File: config.mk
export PLATFORM = sky130hd
export DESIGN_NAME = if_stage
export DESIGN_NICKNAME = d
export VERILOG_FILES = /design/src/rtl/if_stage.sv
export SDC_FILE = /design/constraint.sdc
export NUM_CORES = 1
export LEC_CHECK = 0
export ABC_AREA = 1
export BUFFER_PORTS_ARGS = -buffer_cell sky130_fd_sc_hd__buf_2
export CORE_UTILIZATION = 43
export CTS_BUF_LIST = sky130_fd_sc_hd__clkbuf_4
export DETAILED_ROUTE_END_ITERATION = 8
export GPL_ROUTABILITY_DRIVEN = 0
export HOLD_SLACK_MARGIN = 0.03
export PLACE_DENSITY = 0.78
export SETUP_SLACK_MARGIN = 0.05
export SYNTH_ARGS = -nofsm -noshare
export SYNTH_HDL_FRONTEND = slang
export SYNTH_SLANG_ARGS = --single-unit
File: constraint.sdc
create_clock -name clk -period 2.2 [get_ports clk]
set_input_delay 0.33 -clock clk [delete_from_list [all_inputs] [get_ports clk]]
set_output_delay 0.33 -clock clk [all_outputs]
set_load 0.05 [all_outputs]
File: src/rtl/if_stage.sv
// Instruction fetch stage: pairs fetch addresses with in-order SRAM returns,
// buffers stalled words, and discards returns orphaned by writeback flushes.
module if_stage #(
  parameter logic [4:0] EXC_ADEL = 5'h04
) (
  input  logic        clk,
  input  logic        reset,
  input  logic        pfs_to_fs_valid,
  input  logic [64:0] pfs_to_fs_bus,
  input  logic        pfs_inst_waiting,
  output logic        fs_allowin,
  output logic        fs_valid,
  output logic        fs_inst_unable,
  input  logic [31:0] inst_sram_rdata,
  input  logic        inst_sram_data_ok,
  input  logic        ds_allowin,
  output logic        fs_to_ds_valid,
  output logic [69:0] fs_to_ds_bus,
  input  logic        ws_ex,
  input  logic        ws_eret
);

  logic        buf_full;
  logic [31:0] buf_inst;
  logic [31:0] fs_pc;
  logic [1:0]  cancel_cnt;

  logic        cnt_zero;
  logic        waiting;
  logic        claim;
  logic        fs_ready_go;
  logic        flush;
  logic        accept;
  logic        adel;
  logic [31:0] inst_out;
  logic [1:0]  cnt_inc;
  logic        cnt_dec;
  logic [2:0]  cnt_sum;

  assign cnt_zero    = (cancel_cnt == 2'd0);
  assign waiting     = fs_valid && !buf_full;
  assign claim       = waiting && inst_sram_data_ok && cnt_zero;
  assign fs_ready_go = buf_full || claim;
  assign flush       = ws_ex || ws_eret;
  assign fs_allowin  = !fs_valid || (fs_ready_go && ds_allowin);
  assign accept      = pfs_to_fs_valid && fs_allowin;

  assign fs_to_ds_valid = fs_valid && fs_ready_go && !flush;
  assign fs_inst_unable = !waiting && cnt_zero;

  assign adel     = (fs_pc[1:0] != 2'b00);
  assign inst_out = adel     ? 32'h0
                  : buf_full ? buf_inst
                  :            inst_sram_rdata;

  assign fs_to_ds_bus = {adel,
                         adel ? EXC_ADEL : 5'h00,
                         inst_out,
                         fs_pc};

  always_ff @(posedge clk) begin
    if (reset) begin
      fs_valid <= 1'b0;
      buf_full <= 1'b0;
      buf_inst <= 32'h0;
      fs_pc    <= 32'h0;
    end else if (accept) begin
      fs_valid <= 1'b1;
      fs_pc    <= pfs_to_fs_bus[31:0];
      buf_full <= pfs_to_fs_bus[64];
      buf_inst <= pfs_to_fs_bus[63:32];
    end else if (flush || fs_allowin) begin
      fs_valid <= 1'b0;
      buf_full <= 1'b0;
    end else if (claim) begin
      // decode is stalled: park the word until handoff
      buf_full <= 1'b1;
      buf_inst <= inst_sram_rdata;
    end
  end

  // returns still in flight at flush time belong to dead fetches
  always_comb begin
    cnt_inc = 2'd0;
    if (flush) begin
      cnt_inc = {1'b0, waiting && !(inst_sram_data_ok && cnt_zero)}
              + {1'b0, pfs_inst_waiting};
    end
    cnt_dec = inst_sram_data_ok && !cnt_zero;
    cnt_sum = {1'b0, cancel_cnt} + {1'b0, cnt_inc} - {2'b00, cnt_dec};
  end

  always_ff @(posedge clk) begin
    if (reset) begin
      cancel_cnt <= 2'd0;
    end else if (cnt_sum > 3'd2) begin
      cancel_cnt <= 2'd2;
    end else begin
      cancel_cnt <= cnt_sum[1:0];
    end
  end

endmodule

# After elaboration in Yosys (flattened, before gate mapping)
# Cells that the tools add are included.
[word_totals] ff_bits=68 in_bits=105 wordCells=52
[classes] muxes=13 n_reduce_logical=28 magnitude_cmp=1 add_sub_neg=3 eq_ne=1
[op_table] operator="$mux W32" n=5
[op_table] operator="$logic_and A1 B1 Y1" n=11
[op_table] operator="$logic_not A1 Y1" n=6
[op_table] operator="$reduce_bool A2 Y1" n=3
[op_table] operator="$mux W1" n=5
[op_table] operator="$logic_or A1 B1 Y1" n=4
[op_table] operator="$mux W2" n=2
[op_table] operator="$add A2 B2 Y3" n=1
[op_table] operator="$gt A3 B2 Y1 const B" n=1
[op_table] operator="$mux W3" n=1
[op_table] operator="$reduce_bool A3 Y1" n=1
[op_table] operator="$sub A3 B1 Y3" n=1
[op_table] operator="$add A1 B1 Y2" n=1
[op_table] operator="$logic_not A2 Y1" n=1
[op_table] operator="$ne A2 B2 Y1 const B" n=1
[op_table] operator="$reduce_and A2 Y1" n=1
[op_table] operator="$reduce_or A2 Y1" n=1

# Logic depth before layout (Yosys ltp)
[depth] ltp_word=10 depth_mapped=16 ltp_nobuf=16

# Worst setup path before layout
# OpenSTA, ideal clock, no wires.
[synth_path] path_type="register to register" from="register fs_valid" to="register cancel_cnt[0]" synth_period_minus_slack_ns=2.478 path_stages_with_launch=16 arrival_time_ns=2.413 path_slack_ns=-0.278 path_buffers=0 path_cell_list="dfxtp_1 inv_2 nor2_2 nand2_2 inv_1 ha_1 nand2_1 ha_1 inv_1 ha_1 inv_1 fa_1 nand2_1 nor2_1 nand2_1 nor2_1"
[synth_between] elab_chain_len=8
[synth_lines] item="start, declared" line="12" source="output logic fs_valid,"
[synth_lines] item="start signal, assigned" line="63" source="fs_valid <= 1'b0;"
[synth_lines] item="start signal, assigned" line="68" source="fs_valid <= 1'b1;"
[synth_lines] item="start signal, assigned" line="73" source="fs_valid <= 1'b0;"
[synth_lines] item="$logic_and A1 B1 Y1 (*)" line="41" source="assign waiting = fs_valid && !buf_full;"
[synth_lines] item="$logic_and A1 B1 Y1 (*)" line="86" source="cnt_inc = {1'b0, waiting && !(inst_sram_data_ok && cnt_zero)}"
[synth_lines] item="$add A1 B1 Y2 (*)" line="87" source="+ {1'b0, pfs_inst_waiting};"
[synth_lines] item="$mux W2 (*)" line="85" source="if (flush) begin"
[synth_lines] item="$add A2 B2 Y3 (*)" line="90" source="cnt_sum = {1'b0, cancel_cnt} + {1'b0, cnt_inc} - {2'b00, cnt_dec};"
[synth_lines] item="$sub A3 B1 Y3 (*)" line="90"
[synth_lines] item="$gt A3 B2 Y1" line="96" source="end else if (cnt_sum > 3'd2) begin"
[synth_lines] item="$reduce_or A2 Y1 (no line)"
[synth_lines] item="end signal, assigned" line="99" source="cancel_cnt <= cnt_sum[1:0];"
[synth_lines] item="end, declared" line="26" source="logic [1:0] cancel_cnt;"
# Every way passes the cells marked *; elsewhere a longest branch is shown, timed or not.
# A chain may end at the register's enable or synchronous reset.

# Worst setup path after layout
[layout_path] from="register cancel_cnt[1]" to="register cancel_cnt[0]"
[layout_between] elab_chain_len=10 word_cells_on_any_way=12 classes_between="3 x add/sub; 1 x order compare; 1 x mux; 7 x reduce/logical"
[layout_lines] item="$logic_not A2 Y1" line="40" source="assign cnt_zero = (cancel_cnt == 2'd0);"
[layout_lines] item="$logic_and A1 B1 Y1" line="86"
[layout_lines] item="$logic_not A1 Y1" line="86"
[layout_lines] item="$logic_and A1 B1 Y1" line="86"
[layout_lines] item="$add A1 B1 Y2" line="87"
[layout_lines] item="$mux W2" line="85"
[layout_lines] item="$add A2 B2 Y3" line="90"
[layout_lines] item="$sub A3 B1 Y3 (*)" line="90"
[layout_lines] item="$gt A3 B2 Y1" line="96"
[layout_lines] item="$reduce_or A2 Y1 (no line)"
# Marked as above.

==> reports/metrics.yaml <==
cts_tree: "built"
power.density_nw_per_um2: 860
ios: 179
dieArea_sq_um: 8950
yosysMostFrequentCell: "nand2_1"
cpLargestDelayFamily: "adder cells"
crit_start: "cancel_cnt[1]"
worstPathRequired_ns: 2.54
crit_type: "reg2reg"
num_rows: 33
rsz0062_at_grt: "true"
cap_violations: 0
synthFlopType: "dfxtp_1"
dp_slack_ns: -0.102
crit_cells: 15
finalHoldViolations: 0
initial_core_util: 0.446
async_reset_ff_frac: 0
vias: 4059
p_leak_nw: 2.65
drv_slew: 0
r2r_start: "cancel_cnt[1]"
multi_input_area_sq_um: 1870
die_w_um: 94.6
drc: 0
pwr-share-comb: 0.455
ir_drop_uv: 517
grt_overflow: 0
holdCritPathClass: "in2reg"
synth.largest_area_cell: "dfxtp_1"
grt_max_degree: 66
clock.fmax_mhz: 454
period_share: 1.00
seqPwrFrac: 0.344
track_usage: 0.217
fill_cells: 778
cts_hold_buf: 0
synth_top_area_share: 0.369
synth_cells: 578
cts_buffer_depth: 2
crit_end: "cancel_cnt[0]"
nets: 851
start_kind: "flop"
worstPathCellList: "nor2_4 > nand2_2 > nand2_2 > inv_2 > ha_4 > nand2_4 > ha_4 > inv_4 > ha_4 > inv_2 > fa_1 > nand2_1 > nor2_2 > nand2_1 > nor2_1"
worstPathMaxFanout: 2
fin_area_sq_um: 4910
wl_per_cell_um: 11.5
cts_made_buffers: 9
synthTopCellsByCount: "137 x nand2_1, 102 x nor2_1, 75 x inv_1"
dieHeight_um: 94.6
antenna_found_initial: 0
syn_area_per_cell_sq_um: 6.38
reg2reg_depth: 15
yosysWarnings: 0
worstSetupEndpointType: "flop"
arrival_ns: 2.55
power.internal_mw: 2.36
num_antenna_cells: 0
yosys_register_bits: 68
io_buffers: 174
cts.clk_slew.worst_paths_ns: 0.14
grt_pass1_wl_um: 15300
max_stage_delay_ns: 0.47
final-setup-viol-count: 1
finClkSkew_ns: 0.0132
reg2reg_slack_ns: -0.001
period_minus_slack_ns: 2.20
r2r_end: "cancel_cnt[0]"
syn_to_final_growth_pct: 33.2
core_area_sq_um: 8260
ant_nets: 0
synth_edf_count: 0
dp.final_hpwl_um: 6900
fin_ws_ns: -0.00130
violations: "negative setup slack"
grt_pass1_vias: 3642
htree_levels: 3
syn-cell-area_sq_um: 3690
slowest_stage: "fa_1"
wl_um: 9800
synth_cell_type_count: 25
whs_path_depth: 3
status: "finished with violations"
cts_sinks: 68
drive_gt1_frac: 0.316
p_sw_mw: 1.86
regArea_sq_um: 1370
dr.pass1.iters: 4
clock_power_share: 0.201
first_iter_violations: 143
cts_root_buf: "clkbuf_4"
postPlaceCellArea_sq_um: 4590
cp_common_cell: "ha_4"
p_sw_frac: 0.442
synth_area_leaders: "dfxtp_1 37%, nand2_1 14%, nor2_1 10%"
clk_latency_ns: 0.40
cp_num_buf_inv: 3
synth-seq-area-share: 0.369
setup-tns-final_ns: -0.00130
via_per_inst: 4.77
## power by group through the flow
stage	clock (mW)	combinational, mW	sequential, mW
finish	0.850	1.92	1.45
global placement	0	1.74	1.47
global route	0.940	2.10	1.47
detailed placement	0	1.78	1.47
floorplan	0	1.19	1.65
CTS	0.888	1.88	1.45
## worst register-to-register path: cells and delay by family (launching register included)
family / cells / cell delay (ns)
and+or+nand+nor: 8 / 0.59
adders and majority gates: 4 / 1.08
buffers and inverters: 3 / 0.13
DFF: 1 / 0.35
## sequential cells by signal, summed over array words and instances (netlist names)
signal,flops
buf_full,1
buf_inst,32
cancel_cnt,2
fs_pc,32
fs_valid,1
## metal layers
layer  part of all wire  GRT usage
met2               0.46      0.391
met3              0.095     0.0741
met5                  0          0
met4              0.016     0.0859
met1               0.42      0.231
## cell type report
class	count	share of cell area
inverters	77	0.0604
clock inverters	7	0.0163
multi-input cells	389	0.381
clock buffers	9	0.0138
repair buffers	196	0.223
flip-flops and latches	68	0.279
well taps	105	0.0268
## stage by stage
stage	utilization	hold slack, ns	instances	power, mW
2_1_floorplan	-	0.490	581	2.84
3_3_place_gp	0.555	0.450	829	3.21
4_1_cts	0.587	0.133	850	4.22
3_5_place_dp	0.555	0.455	829	3.26
6_report	0.594	0.163	851	4.22
5_1_grt	0.594	0.142	851	4.51
## cells by family after synthesis
| family | synth area share |
|---|---|
| simple gates | 0.301 |
| other cells | 0.00102 |
| flops | 0.369 |
| fa+ha+maj | 0.0190 |
| compound gates | 0.161 |
| buf+inv | 0.149 |
## layout by cell type, fill, tap and decap left out, types with 10 or more instances in the layout
cell type,instances
buf_2,171
nand2_1,134
nand3_1,31
a211oi_1,31
inv_1,71
buf_4,17
clkbuf_4,10
a21oi_1,34
o21ai_1,11
o21ai_0,24
nor2_1,101
dfxtp_1,64
## worst min path at each step
stage	from	to	slack (ns)
2_1_floorplan	pfs_to_fs_bus[3]	fs_pc[3]	0.49
3_3_place_gp	fs_pc[6]	fs_pc[6]	0.45
3_5_place_dp	fs_pc[14]	fs_pc[14]	0.46
4_1_cts	pfs_to_fs_bus[8]	fs_pc[8]	0.13
5_1_grt	pfs_to_fs_bus[8]	fs_pc[8]	0.14
6_report	pfs_to_fs_bus[8]	fs_pc[8]	0.16
## repair_timing
action / CTS / global route
resized for setup: 19 / 13
pin swaps: 10 / 11
gates cloned: 0 / 1
setup endpoints to repair: 35 / 69
buffers inserted: 5 / 2
No activity file was read; power rests on OpenSTA's default activity.
